[src/rtl/serv_uart_rx.sv]
// rtl/serv_uart_rx.sv - UART receiver with byte FIFO and Wishbone regs; optional even parity via SERV_UART_RX_PARITY_EN
module serv_uart_rx #(
    parameter int CLKS_PER_BIT = 104,
    parameter int FIFO_DEPTH   = 4
) (
    input  logic        wb_clk,
    input  logic        wb_rst_n,
    input  logic        i_rx,
    input  logic        i_wb_cyc,
    input  logic        i_wb_stb,
    input  logic        i_wb_we,
    input  logic        i_wb_adr,
    input  logic [31:0] i_wb_dat,
    output logic [31:0] o_wb_rdt,
    output logic        o_wb_ack,
    output logic        o_irq
);
    localparam int          AW       = $clog2(FIFO_DEPTH);
    localparam logic [15:0] HALF_BIT = 16'(CLKS_PER_BIT / 2);
    localparam logic [15:0] FULL_BIT = 16'(CLKS_PER_BIT);
    localparam logic [AW:0] DEPTH_C  = (AW + 1)'(FIFO_DEPTH);

    typedef enum logic [2:0] {
        S_IDLE,
        S_START,
        S_DATA,
`ifdef SERV_UART_RX_PARITY_EN
        S_PARITY,
`endif
        S_STOP,
        S_WAIT_IDLE
    } rx_state_t;

    // Line synchronizer and edge history
    logic sync1_q, sync2_q, rx_prev_q;
    logic rx_s;

    // Receiver FSM state
    rx_state_t   state_q;
    logic [15:0] cnt_q;
    logic [2:0]  bit_idx_q;
    logic [7:0]  shift_q;
    logic        push_q;
    logic        ferr_set_q;
    logic        perr_set_q;
    logic        par_bad_q;
    logic        cnt_expired;

    // FIFO
    logic [7:0]    mem_q [FIFO_DEPTH];
    logic [AW-1:0] wr_ptr_q, wr_ptr_d;
    logic [AW-1:0] rd_ptr_q, rd_ptr_d;
    logic [AW:0]   count_q, count_d;
    logic          not_empty, full, pop, do_push, ovr_set;

    // Bus and flags
    logic        wb_req, rd_data_req, wr_status;
    logic        ack_q, ack_d;
    logic [31:0] rdt_q, rdt_d;
    logic        irq_q, irq_d;
    logic        ovr_q, ovr_d;
    logic        ferr_q, ferr_d;
    logic        perr_q, perr_d;
    logic        unused_dat;

    assign rx_s        = sync2_q;
    assign cnt_expired = (cnt_q <= 16'd1);
    assign unused_dat  = ^{i_wb_dat[31:4], i_wb_dat[0]};

    // Two-flop synchronizer plus one history flop for falling-edge detection; idle-high at reset
    always_ff @(posedge wb_clk) begin
        if (!wb_rst_n) begin
            sync1_q   <= 1'b1;
            sync2_q   <= 1'b1;
            rx_prev_q <= 1'b1;
        end else begin
            sync1_q   <= i_rx;
            sync2_q   <= sync1_q;
            rx_prev_q <= sync2_q;
        end
    end

    // Frame receiver: samples mid-bit, emits one-cycle push / error strobes
    always_ff @(posedge wb_clk) begin
        if (!wb_rst_n) begin
            state_q    <= S_IDLE;
            cnt_q      <= '0;
            bit_idx_q  <= '0;
            shift_q    <= '0;
            push_q     <= 1'b0;
            ferr_set_q <= 1'b0;
            perr_set_q <= 1'b0;
            par_bad_q  <= 1'b0;
        end else begin
            push_q     <= 1'b0;
            ferr_set_q <= 1'b0;
            perr_set_q <= 1'b0;
            case (state_q)
                S_IDLE: begin
                    if (rx_prev_q && !rx_s) begin
                        state_q <= S_START;
                        cnt_q   <= HALF_BIT;
                    end
                end
                S_START: begin
                    if (cnt_expired) begin
                        if (!rx_s) begin
                            state_q   <= S_DATA;
                            cnt_q     <= FULL_BIT;
                            bit_idx_q <= '0;
                            par_bad_q <= 1'b0;
                        end else begin
                            state_q <= S_IDLE;
                        end
                    end else begin
                        cnt_q <= cnt_q - 16'd1;
                    end
                end
                S_DATA: begin
                    if (cnt_expired) begin
                        shift_q <= {rx_s, shift_q[7:1]};
                        cnt_q   <= FULL_BIT;
                        if (bit_idx_q == 3'd7) begin
`ifdef SERV_UART_RX_PARITY_EN
                            state_q <= S_PARITY;
`else
                            state_q <= S_STOP;
`endif
                        end else begin
                            bit_idx_q <= bit_idx_q + 3'd1;
                        end
                    end else begin
                        cnt_q <= cnt_q - 16'd1;
                    end
                end
`ifdef SERV_UART_RX_PARITY_EN
                S_PARITY: begin
                    if (cnt_expired) begin
                        if (rx_s != ^shift_q) begin
                            perr_set_q <= 1'b1;
                            par_bad_q  <= 1'b1;
                        end
                        state_q <= S_STOP;
                        cnt_q   <= FULL_BIT;
                    end else begin
                        cnt_q <= cnt_q - 16'd1;
                    end
                end
`endif
                S_STOP: begin
                    if (cnt_expired) begin
                        if (rx_s) begin
                            push_q  <= !par_bad_q;
                            state_q <= S_IDLE;
                        end else begin
                            ferr_set_q <= 1'b1;
                            state_q    <= S_WAIT_IDLE;
                        end
                    end else begin
                        cnt_q <= cnt_q - 16'd1;
                    end
                end
                S_WAIT_IDLE: begin
                    if (rx_s) begin
                        state_q <= S_IDLE;
                    end
                end
                default: state_q <= S_IDLE;
            endcase
        end
    end

    // Bus decode and FIFO push/pop arbitration; a pop frees room for a simultaneous push
    always_comb begin
        wb_req      = i_wb_cyc & i_wb_stb & ~ack_q;
        rd_data_req = wb_req & ~i_wb_we & ~i_wb_adr;
        wr_status   = wb_req & i_wb_we & i_wb_adr;
        not_empty   = (count_q != '0);
        full        = (count_q == DEPTH_C);
        pop         = rd_data_req & not_empty;
        do_push     = push_q & (~full | pop);
        ovr_set     = push_q & full & ~pop;
    end

    // FIFO pointer and occupancy next-state
    always_comb begin
        wr_ptr_d = wr_ptr_q;
        rd_ptr_d = rd_ptr_q;
        count_d  = count_q;
        if (do_push) begin
            wr_ptr_d = wr_ptr_q + 1'b1;
        end
        if (pop) begin
            rd_ptr_d = rd_ptr_q + 1'b1;
        end
        case ({do_push, pop})
            2'b10:   count_d = count_q + 1'b1;
            2'b01:   count_d = count_q - 1'b1;
            default: count_d = count_q;
        endcase
    end

    // Sticky flags (set wins over write-1-clear), ack, read data and irq next-state
    always_comb begin
        ovr_d  = ovr_set    | (ovr_q  & ~(wr_status & i_wb_dat[1]));
        ferr_d = ferr_set_q | (ferr_q & ~(wr_status & i_wb_dat[2]));
        perr_d = perr_set_q | (perr_q & ~(wr_status & i_wb_dat[3]));
        ack_d  = wb_req;
        irq_d  = not_empty;
        rdt_d  = '0;
        if (wb_req && !i_wb_we) begin
            if (i_wb_adr) begin
                rdt_d = {28'b0, perr_q, ferr_q, ovr_q, not_empty};
            end else if (not_empty) begin
                rdt_d = {23'b0, 1'b1, mem_q[rd_ptr_q]};
            end
        end
    end

    // FIFO storage; contents need no reset since occupancy gates every read
    always_ff @(posedge wb_clk) begin
        if (do_push) begin
            mem_q[wr_ptr_q] <= shift_q;
        end
    end

    // Registered FIFO control, flags and bus outputs
    always_ff @(posedge wb_clk) begin
        if (!wb_rst_n) begin
            wr_ptr_q <= '0;
            rd_ptr_q <= '0;
            count_q  <= '0;
            ovr_q    <= 1'b0;
            ferr_q   <= 1'b0;
            perr_q   <= 1'b0;
            ack_q    <= 1'b0;
            rdt_q    <= '0;
            irq_q    <= 1'b0;
        end else begin
            wr_ptr_q <= wr_ptr_d;
            rd_ptr_q <= rd_ptr_d;
            count_q  <= count_d;
            ovr_q    <= ovr_d;
            ferr_q   <= ferr_d;
            perr_q   <= perr_d;
            ack_q    <= ack_d;
            rdt_q    <= rdt_d;
            irq_q    <= irq_d;
        end
    end

    assign o_wb_ack = ack_q;
    assign o_wb_rdt = rdt_q;
    assign o_irq    = irq_q;
endmodule
[config.mk]
export PLATFORM = sky130hd
export DESIGN_NAME = serv_uart_rx
export DESIGN_NICKNAME = d
export VERILOG_FILES = /design/src/rtl/serv_uart_rx.sv
export SDC_FILE = /design/constraint.sdc
export NUM_CORES = 1
export LEC_CHECK = 0
export CORE_UTILIZATION = 35
export CTS_BUF_LIST = sky130_fd_sc_hd__clkbuf_8 sky130_fd_sc_hd__clkbuf_16
export CTS_CLUSTER_SIZE = 40
export DETAILED_ROUTE_END_ITERATION = 7
export PLACE_DENSITY = 0.66
export SYNTH_ARGS = -nofsm -noshare
export SYNTH_HDL_FRONTEND = slang
export SYNTH_SLANG_ARGS = --single-unit
[constraint.sdc]
create_clock -name wb_clk -period 4.7 [get_ports wb_clk]
set_clock_uncertainty 0.15 [all_clocks]
set_input_delay 0.94 -clock wb_clk [delete_from_list [all_inputs] [get_ports wb_clk]]
set_output_delay 0.94 -clock wb_clk [all_outputs]
set_load 0.1 [all_outputs]
Yosys cells after proc, flatten, opt, wreduce, memory -nomap -nowiden
Memory sizes are Yosys's and may differ from the RTL's. A register that Yosys moved wholly into a read port is not among the register bits.
Cells that the tools add are included.
{"block": "totals", "ff_bits": 56, "mem_bits_rw": 32, "input_bits": 39, "output_inout_bits": 34, "wordCells": 122, "memories": 1}
{"block": "op_classes", "add_sub_neg": 6, "magnitude_cmp": 1, "eq_ne": 18, "muxes": 28, "bitwise": 30, "reduce_logical": 18}
{"name": "mem_q", "words": 4, "word_bits": 8, "read_ports": 1, "rd_ports_with_merged_regs": 1, "wr": 1, "line": "50", "source": "logic [7:0] mem_q [FIFO_DEPTH];"}
{"op": "2-to-1 mux 16 bit", "n": 5}
{"op": "case mux 16 bit (4 select lines)", "n": 1}
{"op": "2-to-1 mux 3 bit", "n": 11}
{"op": "inequality test 2 bit (second input constant)", "n": 9}
{"op": "AND 1 bit", "n": 16}
{"op": "<= comparator 16 x 1 -> 1 bit (second input constant)", "n": 1}
{"op": "subtractor 16 x 1 -> 16 bit (second input constant)", "n": 1}
{"op": "case mux 3 bit (5 select lines)", "n": 1}
{"op": "case mux 3 bit (2 select lines)", "n": 2}
{"op": "inverter 1 bit", "n": 11}
{"op": "equality test 3 bit (second input constant)", "n": 3}
{"op": "2-to-1 mux 9 bit", "n": 1}
{"op": "AND reduction 4 bit", "n": 2}
{"op": "adder 3 x 1 -> 3 bit (second input constant)", "n": 2}
{"op": "equality test 3 x 2 -> 1 bit (second input constant)", "n": 2}
{"op": "2-to-1 mux 2 bit", "n": 3}
{"op": "AND reduction 6 bit", "n": 1}
{"op": "AND reduction 5 bit", "n": 1}
{"op": "adder 2 x 1 -> 2 bit (second input constant)", "n": 2}
{"op": "2-to-1 mux 4 bit", "n": 1}
{"op": "AND reduction 2 bit", "n": 2}
{"op": "nonzero test 2 bit", "n": 2}
{"op": "nonzero test 4 bit", "n": 1}
{"op": "OR reduction 4 bit", "n": 1}
{"op": "other kinds (13)", "n": 19}

Depth between registers and ports, before layout
Gate-level depths: netlist of the first run.
{"block": "logic_depth", "ltp_word": 9, "depth_mapped": 10, "depth_no_buf": 10}

Least setup slack after synthesis of the first run
Ideal clock, no wire load.
{"block": "synth_path", "path_type": "input port to flip-flop", "start": "in i_wb_adr", "end": "reg count_q[2]", "setup_ns": 0.076, "arrival_time_ns": 3.001, "t_required_ns": 4.474, "slack_ns": 1.473, "cell_stages": 10, "path_buffers": 1, "cell_sequence": "clkbuf_1 > o311ai_0 > and2_1 > inv_1 > ha_1 > inv_1 > fa_1 > xor2_1 > or3_1 > a21boi_0"}
{"block": "synth_between", "elab_chain_len": 7, "elab_cells_between_ends": 9, "cone_classes": "eq/ne (2); mux (1); bitwise (5); reduce/logical (1)"}
{"item": "start, declared", "line": "12", "source": "input logic i_wb_adr,"}
{"item": "inverter 1 bit (*)", "line": "176", "source": "rd_data_req = wb_req & ~i_wb_we & ~i_wb_adr;"}
{"item": "AND 1 bit (*)", "line": "176"}
{"item": "AND 1 bit (*)", "line": "180", "source": "pop = rd_data_req & not_empty;"}
{"item": "OR 1 bit", "line": "181", "source": "do_push = push_q & (~full | pop);"}
{"item": "AND 1 bit", "line": "181"}
{"item": "equality test 2 x 1 -> 1 bit / equality test 2 bit (equally long branches)", "line": "196", "source": "case ({do_push, pop})"}
{"item": "case mux 3 bit (2 select lines) / nonzero test 2 bit (equally long branches)"}
{"item": "end signal, assigned", "line": "242", "source": "count_q <= count_d;"}
{"item": "end, declared", "line": "53", "source": "logic [AW:0] count_q, count_d;"}
Every way passes the cells marked *; elsewhere a longest branch is shown, timed or not.
A chain may end at the register's enable or synchronous reset.

Final worst setup path of the first run
Same ends and word-level chain as after synthesis.

==> results of run 1 <==
-- critical path, stage by stage --
cell                              delay (ns)
sky130_fd_sc_hd__clkdlybuf4s50_1        0.65
sky130_fd_sc_hd__o311ai_0               0.19
sky130_fd_sc_hd__buf_4                  0.19
sky130_fd_sc_hd__and2_1                 0.20
sky130_fd_sc_hd__inv_1                  0.07
sky130_fd_sc_hd__ha_1                   0.17
sky130_fd_sc_hd__inv_1                  0.06
sky130_fd_sc_hd__fa_1                   0.37
sky130_fd_sc_hd__xor2_1                 0.16
sky130_fd_sc_hd__or3_1                  0.30
sky130_fd_sc_hd__a21boi_0               0.15
-- metal layers --
metal | track usage (%) | share of wire [%] | vias up | wire, µm
met5 | 0 | 0 | - | 0
met4 | 4.86 | 1.4 | 0 | 100
met3 | 3.77 | 4.0 | 8 | 285
met2 | 23.2 | 50 | 51 | 3590
met1 | 15.5 | 45 | 1284 | 3220
li1 | - | - | 1333 | -
-- power by group --
group,switching (µW),internal [µW],leakage [µW]
Clock,298,362,0.000142
Combinational,454,242,0.000718
Sequential,62.9,854,0.000710
Total,815,1460,0.00157
-- metrics by stage --
stage	cell area [µm²]	total power [µW]
CTS	4550	2290
detailed placement	4280	1630
global route	4550	2430
global placement	4280	1610
floorplan	4110	1510
finish	4550	2270
-- cells by family (layout without fill, tap and decap cells) --
family | Yosys count | after routing
other | 1 | 23
and+or+nand+nor | 124 | 124
DFF | 90 | 90
xor gates and xnor gates | 9 | 9
AOI/OAI and AO/OA | 64 | 64
adders and majority gates | 10 | 10
buffers and inverters | 54 | 59
muxes | 18 | 18
-- worst min-delay path by stage --
| stage | startpoint | end | slack, ns | cells after the start |
|---|---|---|---|---|
| final | sync1_q | rx_s | 0.25 | 1 |
| after global routing | sync1_q | rx_s | 0.29 | 1 |
| after CTS | sync1_q | rx_s | 0.26 | 1 |
| after detailed placement | sync1_q | rx_s | 0.24 | 1 |
| after global placement | sync1_q | rx_s | 0.25 | 1 |
| after floorplan | sync1_q | rx_s | 0.24 | 1 |
-- final cells by class --
class	instances	area share (%)
sequential	90	46.6
clock buffer	9	4.95
inverter	19	1.57
multi-input combinational	248	36.8
tap	140	3.85
timing repair buffer	24	5.05
clock inverter	7	1.15
-- sequential cells by signal, summed over array words and instances (netlist names), named ones only --
| signal | count |
|---|---|
| perr_q | 1 |
| shift_q | 8 |
| ferr_set_q | 1 |
| o_wb_rdt | 9 |
| bit_idx_q | 3 |
| rd_ptr_q | 2 |
| sync1_q | 1 |
| state_q | 3 |
| o_wb_ack | 1 |
| ferr_q | 1 |
| rx_s | 1 |
| ovr_q | 1 |
| o_irq | 1 |
| wr_ptr_q | 2 |
| count_q | 3 |
| mem_q | 32 |
| rx_prev_q | 1 |
| push_q | 1 |
| cnt_q | 16 |
-- cell usage in the layout, fill, tap and decap left out, drive strengths merged, types with 13 or more instances in the layout --
cell type / synthesis / layout
clkdlybuf4s50: 0 / 20
nor2: 22 / 22
nand2: 26 / 26
o21ai: 13 / 13
a21oi: 21 / 21
inv: 19 / 22
edfxtp: 32 / 32
conb: 1 / 23
dfxtp: 58 / 58
==> qor.csv, run 1 <==
stage;metric;value;unit
worst_setup_path;crit_arrival;3.46;ns
worst_setup_path;worstSetupEndpointType;flop;
sta;final-hold-violation-count;0;
routing;remaining_drc_errors;0;
global_route;grt-ovfl-total;0;
global_route;grt_first_pass_wirelength;12200;µm
place;buffer_ports.inserted;20;
cts;htreeDepth;3;
global_route;grt_pass1_vias;2628;
sta;worstMarginPinSlew;1.19;ns
worst_setup_path;r2r.worst_path.cells;6;
cts;post_cts.repair.setup_buffers;0;
worst_setup_path;worstSetupStartpoint;i_wb_adr;
sta;relSlewSlack;19.9;%
die;fp.dieW;109;µm
routing;dr_total_vias;2676;
yosys;yosys_register_bits;90;
place;dp.final_hpwl;5100;µm
yosys;synthesis.area_per_instance;10.9;µm²
final_layout;post_layout_nonfiller_instances;537;
worst_setup_path;critical_path.reg2reg.endpoint;cnt_q[1];
worst_setup_path;setup.worst_path.class;in -> reg;
cts;worst_skew_pair.late_latency;0.34;ns
yosys;synth.cell_area;4020;µm²
place;routabilityCongestion;0.857;
routing;viasPerCell;4.98;
flow_run;drv_cap;0;
yosys;synth_common_cells;sky130_fd_sc_hd__dfxtp_1, sky130_fd_sc_hd__edfxtp_1, sky130_fd_sc_hd__nand2_1;
routing;detailedRoute.firstIterationViolations;175;
worst_setup_path;critical_path_required;4.82;ns
yosys;post_syn_instances;370;
power;vdd.ir_drop.worst;0.305;mV
final_layout;nets;441;
sta;postLayoutSetupSlackWorst;1.36;ns
place;post-place-ws;1.03;ns
final_layout;layout-area-overhead-vs-synth;13.2;%
routing;routed_wirelength;7190;µm
yosys;synth_edf_count;32;
cts;clkSlewWorstSetupHoldPaths;0.07;ns
power;p_leak;0.00157;µW
die;initial_utilization;36.5;%
final_layout;postLayoutCoreUtil;41.3;%
sta;timing.final.crit_period;3.34;ns
sta;fmax;299;MHz
yosys;synth_top_family_by_area;simple AND/OR/NAND/NOR gates;
sta;number_of_pins_with_negative_max_slew_slack_in_the_final_report;0;
yosys;synthArstFlopShare;0;%
die;fp-row-count;38;
cts;clock_path_buffers;2;
sta;fin_tns_setup;0;ns
routing;drt_wl_cell;13.4;µm
die;coreArea;11000;µm²
sta;finalCritPeriodShare;71.2;%
global_route;grt_max_degree;18;
worst_setup_path;ff2ff_setup_slack;1.95;ns
yosys;netlist-cell-type-count;57;
worst_setup_path;worstReg2RegStart;cnt_q[9];
place;place.detailed.instances;521;
hold_path;worstHoldPathType;reg -> reg;
yosys;yosysTopAreaCellShare;28.9;%
die;die_area;11900;µm²
worst_setup_path;path_max_fanout;9;
yosys;synth.largest_area_cell;sky130_fd_sc_hd__dfxtp_1;
run_status;run_status;complete, no violations;
cts;cts-root-buf;sky130_fd_sc_hd__clkbuf_16;
cts;cts_tree;done;
final_layout;drive_above_1_share;11.3;%
final_layout;regArea;2120;µm²
sta;rsz_0062_raised_after_global_routing;false;
cts;cts_repair_resize_count;0;
yosys;synth_compound_gate_area_share;10.0;%
yosys;synthesis.yosys.warnings;0;
routing;drt_pre_antenna_iters;4;
yosys;netlist_top_cells_area;sky130_fd_sc_hd__dfxtp_1, sky130_fd_sc_hd__edfxtp_1, sky130_fd_sc_hd__buf_4;
die;die_height;109;µm
yosys;synth_most_common_cell;sky130_fd_sc_hd__dfxtp_1;
yosys;synth_sequential_area_ratio;52.8;%
routing;detail-route-antenna-nets;0;
sta;setup-violations-final;0;
cts;hold_buffers;0;
yosys;post_synth_xor_area_fraction;1.96;%
final_layout;fillerInstances;1043;
worst_setup_path;worst_setup_path_start_kind;input pin;
cts;cts_sinks;90;
final_layout;diodes;0;
yosys;yosys-mux-area-fraction;7.00;%
final_layout;multi_input_area;1680;µm²
global_route;grt.total_usage;13.3;%
power;power_per_cell_area;499;nW/µm²
sta;final.hold.worst_slack;0.255;ns
worst_setup_path;endpoint;count_q[2];
yosys;post_synth_fa_ha_maj_area_fraction;3.30;%
yosys;synth_top_flop_cell;sky130_fd_sc_hd__dfxtp_1;
cts;cts_buffers;9;
global_route;antenna_found_initial;0;
die;floorplan.io_pins;73;
yosys;yosys.area_share.simple;17.3;%
(Power assumes the default switching activity.)
==> inputs of run 2 (changes only) <==
==> constraint.sdc (replaced) <==
create_clock -name wb_clk -period 3.25 [get_ports wb_clk]
set_clock_uncertainty 0.15 [all_clocks]
set_input_delay 0.65 -clock wb_clk [delete_from_list [all_inputs] [get_ports wb_clk]]
set_output_delay 0.65 -clock wb_clk [all_outputs]
set_load 0.1 [all_outputs]
==> qor.csv, run 2 (synthesized netlist as in run 1, its figures left out) <==
stage;metric;value;unit
die;floorplan.io_pins;73;
cts;clock_path_buffers;2;
cts;htreeDepth;3;
hold_path;worstHoldPathType;reg -> reg;
global_route;antenna_found_initial;0;
die;fp-row-count;38;
final_layout;fillerInstances;1050;
final_layout;drive_above_1_share;15.1;%
die;coreArea;11000;µm²
global_route;grt_max_degree;26;
cts;cts_repair_resize_count;0;
global_route;grt-ovfl-total;0;
run_status;run_status;complete, no violations;
routing;drt_pre_antenna_iters;4;
sta;relSlewSlack;59.8;%
sta;number_of_pins_with_negative_max_slew_slack_in_the_final_report;0;
routing;routed_wirelength;7270;µm
final_layout;layout_commonest_cell;sky130_fd_sc_hd__dfxtp_1;
worst_setup_path;setup.worst_path.class;in -> reg;
sta;fmax;358;MHz
global_route;grt.total_usage;13.0;%
die;fp.dieW;109;µm
sta;timing.final.crit_period;2.79;ns
final_layout;largest_register_ff_count;32;
routing;dr_total_vias;2699;
power;totalPowerFinal;3330;µW
die;die_area;11900;µm²
final_layout;layout-area-overhead-vs-synth;13.5;%
sta;fin_tns_setup;0;ns
worst_setup_path;crit_arrival;2.91;ns
sta;worstMarginPinSlew;0.588;ns
routing;detailedRoute.firstIterationViolations;167;
cts;cts_tree;done;
final_layout;diodes;0;
final_layout;nets;447;
sta;final-hold-violation-count;0;
cts;cts-root-buf;sky130_fd_sc_hd__clkbuf_16;
power;power_per_cell_area;730;nW/µm²
global_route;grt_first_pass_wirelength;11900;µm
global_route;grt_pass1_vias;2613;
final_layout;top_library_cells_by_usage_in_the_layout_fill_and_taps_aside;sky130_fd_sc_hd__dfxtp_1, sky130_fd_sc_hd__edfxtp_1, sky130_fd_sc_hd__nand2_1;
cts;cts_buffers;9;
flow_run;drv_cap;0;
sta;finalCritPeriodShare;86.0;%
sta;rsz_0062_raised_after_global_routing;false;
routing;detail-route-antenna-nets;0;
cts;worst_skew_pair.late_latency;0.34;ns
worst_setup_path;path_max_fanout;2;
cts;clkSlewWorstSetupHoldPaths;0.07;ns
die;die_height;109;µm
worst_setup_path;worstSetupEndpointType;flop;
place;dp.final_hpwl;5060;µm
place;buffer_ports.inserted;20;
final_layout;registers.top_by_ff_count;mem_q;
cts;hold_buffers;0;
worst_setup_path;worst_setup_path_start_kind;input pin;
routing;remaining_drc_errors;0;
routing;drt_wl_cell;13.4;µm
sta;setup-violations-final;0;
cts;cts_sinks;90;
worst_setup_path;critical_path_required;3.37;ns
routing;viasPerCell;4.97;
cts;post_cts.repair.setup_buffers;0;
place;routabilityCongestion;0.807;
die;initial_utilization;36.5;%
power;p_leak;0.00162;µW
power;vdd.ir_drop.worst;0.416;mV
[run 2: changes by cell type in the layout (fill, tap and decap cells not counted), sizes merged]
cell,previous run,this run
buf,4,21
clkdlybuf4s50,20,9
inv,22,24
clkinv,4,2
[run 2: path summary, 6_finish.rpt]
| kind | from | cells past startpoint | end | slack [ns] |
|---|---|---|---|---|
| max | i_wb_stb | 11 | count_q[2] | 0.46 |
| min | sync1_q | 1 | rx_s | 0.27 |
| max reg2reg | cnt_q[0] | 7 | cnt_q[13] | 0.64 |
| min reg2reg | sync1_q | 1 | rx_s | 0.27 |
[run 2: worst max-delay path: stages]
cell and delay, ns:
sky130_fd_sc_hd__clkdlybuf4s50_1 0.47, sky130_fd_sc_hd__nand3b_1 0.11, sky130_fd_sc_hd__o311ai_0 0.43, sky130_fd_sc_hd__and2_1 0.22, sky130_fd_sc_hd__inv_1 0.05, sky130_fd_sc_hd__ha_1 0.21, sky130_fd_sc_hd__inv_1 0.07, sky130_fd_sc_hd__fa_1 0.18
sky130_fd_sc_hd__xor2_1 0.07, sky130_fd_sc_hd__or3_1 0.30, sky130_fd_sc_hd__a21boi_0 0.16
[run 2: per-layer routing]
| layer | vias up | share of wire, % | global-route usage (%) |
|---|---|---|---|
| met3 | 7 | 3.9 | 4.30 |
| met5 | - | 0 | 0 |
| li1 | 1341 | - | - |
| met1 | 1305 | 46 | 15.0 |
| met4 | 0 | 0.98 | 3.33 |
| met2 | 46 | 49 | 23.0 |
[run 2: area by class of cell]
cell class	instances	area [µm²]	area share (%)
clock inverter	7	45.0	0.987
multi-input combinational	248	1680	36.8
clock buffer	9	225	4.93
sequential	90	2120	46.5
timing repair buffer	30	248	5.43
inverter	19	71.3	1.56
tap	140	175	3.84
[run 2: where the power goes]
part / switching [µW] / total [µW] / internal [µW] / leakage, µW
registers: 90.9 / 1330 / 1240 / 0.000710
logic: 681 / 1060 / 381 / 0.000771
clock network: 427 / 945 / 518 / 0.000143
[run 2: metrics by stage]
step | instances | hold slack (ns) | setup WS, ns | cell area (µm²) | utilization, %
3_5_place_dp | 527 | 0.262 | 0.131 | 4290 | 38.9
2_1_floorplan | 392 | 0.236 | 0.170 | 4110 | -
5_1_grt | 543 | 0.300 | 0.284 | 4560 | 41.4
3_3_place_gp | 527 | 0.247 | 0.182 | 4290 | 38.9
6_report | 543 | 0.268 | 0.457 | 4560 | 41.4
4_1_cts | 543 | 0.277 | 0.445 | 4560 | 41.4
==> inputs of run 3 (changes only) <==
--- a/config.mk
+++ b/config.mk
@@ -5,9 +5,9 @@
 export SDC_FILE = /design/constraint.sdc
 export NUM_CORES = 1
 export LEC_CHECK = 0
+export CORE_MARGIN = 8
 export CORE_UTILIZATION = 35
 export CTS_BUF_LIST = sky130_fd_sc_hd__clkbuf_8 sky130_fd_sc_hd__clkbuf_16
-export CTS_CLUSTER_SIZE = 40
 export DETAILED_ROUTE_END_ITERATION = 7
 export PLACE_DENSITY = 0.66
 export SYNTH_ARGS = -nofsm -noshare
==> qor.csv, run 3 (synthesized netlist as in run 1, its figures left out) <==
stage;metric;value;unit
worst_setup_path;ff2ff_setup_slack;0.40;ns
final_layout;postLayoutCoreUtil;40.4;%
worst_setup_path;bufs_and_invs_on_worst_path;2;
cts;htreeDepth;3;
final_layout;post_layout_nonfiller_instances;547;
worst_setup_path;crit_arrival;2.91;ns
worst_setup_path;slowest_delay;0.79;ns
sta;relSlewSlack;37.6;%
place;buffer_ports.inserted;20;
sta;fin_tns_setup;0;ns
die;die_height;123;µm
worst_setup_path;worst_path_max_delay_cell;sky130_fd_sc_hd__a211oi_1;
hold_path;worstHoldPathType;reg -> reg;
sta;fmax;351;MHz
worst_setup_path;worst_setup_path_start_kind;flop;
cts;clock_path_buffers;2;
worst_setup_path;setup.worst_path.class;reg -> reg;
die;coreArea;11300;µm²
worst_setup_path;critical_path_required;3.31;ns
global_route;grt.total_usage;10.8;%
cts;cts_tree;done;
cts;cts_repair_resize_count;0;
hold_path;min_path_cells;1;
routing;drt_pre_antenna_iters;4;
sta;timing.final.crit_period;2.85;ns
cts;clkSlewWorstSetupHoldPaths;0.06;ns
sta;finalCritPeriodShare;87.6;%
routing;viasPerCell;4.93;
sta;final.hold.worst_slack;0.278;ns
final_layout;top_library_cells_by_usage_in_the_layout_fill_and_taps_aside;sky130_fd_sc_hd__dfxtp_1, sky130_fd_sc_hd__edfxtp_1, sky130_fd_sc_hd__nand2_1;
sta;final-hold-violation-count;0;
routing;remaining_drc_errors;0;
die;fp.dieW;123;µm
run_status;run_status;complete, no violations;
final_layout;layout-area-overhead-vs-synth;13.7;%
final_layout;diodes;0;
global_route;antenna_found_initial;0;
power;p_leak;0.00162;µW
cts;worst_skew_pair.late_latency;0.34;ns
sta;worstMarginPinSlew;0.930;ns
final_layout;nets;448;
routing;detail-route-antenna-nets;0;
routing;detailedRoute.firstIterationViolations;169;
power;power_per_cell_area;729;nW/µm²
global_route;grt-ovfl-total;0;
sta;setup-violations-final;0;
place;place.detailed.instances;531;
place;dp.final_hpwl;5410;µm
die;floorplan.io_pins;73;
worst_setup_path;crit_family;compound AO/OA/AOI/OAI gates;
place;routabilityCongestion;0.822;
routing;dr_total_vias;2699;
cts;cts_sinks;90;
die;initial_utilization;35.5;%
flow_run;drv_cap;0;
worst_setup_path;path_max_fanout;10;
die;die_area;15200;µm²
routing;drt_wl_cell;14.0;µm
final_layout;layout_commonest_cell;sky130_fd_sc_hd__dfxtp_1;
worst_setup_path;worstSetupPathDepth;8;
final_layout;largest_register_ff_count;32;
cts;cts_buffers;9;
global_route;grt_first_pass_wirelength;13000;µm
routing;routed_wirelength;7650;µm
sta;number_of_pins_with_negative_max_slew_slack_in_the_final_report;0;
final_layout;registers.top_by_ff_count;mem_q;
worst_setup_path;worstPathCellList;inv_1 > ha_1 > nor2_1 > and4b_1 > a21o_2 > a211oi_1 > buf_4 > a21oi_1;
final_layout;drive_above_1_share;15.3;%
worst_setup_path;worstSetupEndpointType;flop;
global_route;grt_max_degree;31;
cts;cts-root-buf;sky130_fd_sc_hd__clkbuf_16;
die;fp-row-count;39;
worst_setup_path;r2r.worst_path.cells;8;
sta;rsz_0062_raised_after_global_routing;false;
cts;hold_buffers;0;
global_route;grt_pass1_vias;2719;
power;vdd.ir_drop.worst;0.443;mV
cts;post_cts.repair.setup_buffers;0;
## run 3: changes by cell type in the layout (fill, tap and decap cells not counted)
cell,previous run,this run
sky130_fd_sc_hd__buf_4,21,22
sky130_fd_sc_hd__clkinv_1,0,1
sky130_fd_sc_hd__clkinv_4,1,0
sky130_fd_sc_hd__clkinvlp_4,0,2
sky130_fd_sc_hd__inv_1,21,20
sky130_fd_sc_hd__inv_4,1,0
## run 3: metrics by stage
stage	setup slack [ns]	power [µW]	area (µm²)
after global routing	0.156	3540	4580
after detailed placement	0.133	2400	4310
after CTS	0.390	3350	4580
final	0.403	3340	4580
after global placement	0.158	2380	4310
after floorplan	0.170	2180	4110
## run 3: cell type report
class	count	area (µm²)
Tap cell	143	179
Multi-Input combinational cell	248	1680
Sequential cell	90	2120
Clock buffer	9	225
Timing Repair Buffer	31	255
Fill cell	1116	6750
Clock inverter	7	45.0
Inverter	19	71.3
## run 3: worst reg2reg max path, delay by kind of cell (launching register included)
kind / cells / cell delay, ns
AO/OA/AOI/OAI: 3 / 1.07
adder cells (fa/ha/maj): 1 / 0.24
buffers and inverters: 2 / 0.36
flip-flops: 1 / 0.39
AND/OR/NAND/NOR: 2 / 0.51
## run 3: routing by layer
metal | up-vias | part of all wire (%) | track usage, %
met1 | 1289 | 45 | 12.4
met3 | 8 | 6.1 | 4.20
met2 | 61 | 48 | 18.1
met5 | - | 0 | 0
met4 | 0 | 1.4 | 3.39
li1 | 1341 | - | -
## run 3: worst paths after layout
path	startpoint	to
max	cnt_q[0]	cnt_q[12]
min reg2reg	sync1_q	rx_s
max reg2reg	cnt_q[0]	cnt_q[12]
min	sync1_q	rx_s
## run 3: where the power goes
group / total (µW) / leakage [µW] / switching (µW) / internal, µW
combinational: 1060 / 0.000776 / 678 / 386
sequential: 1330 / 0.000710 / 93.4 / 1240
clock: 943 / 0.000131 / 427 / 516
total: 3340 / 0.00162 / 1200 / 2140
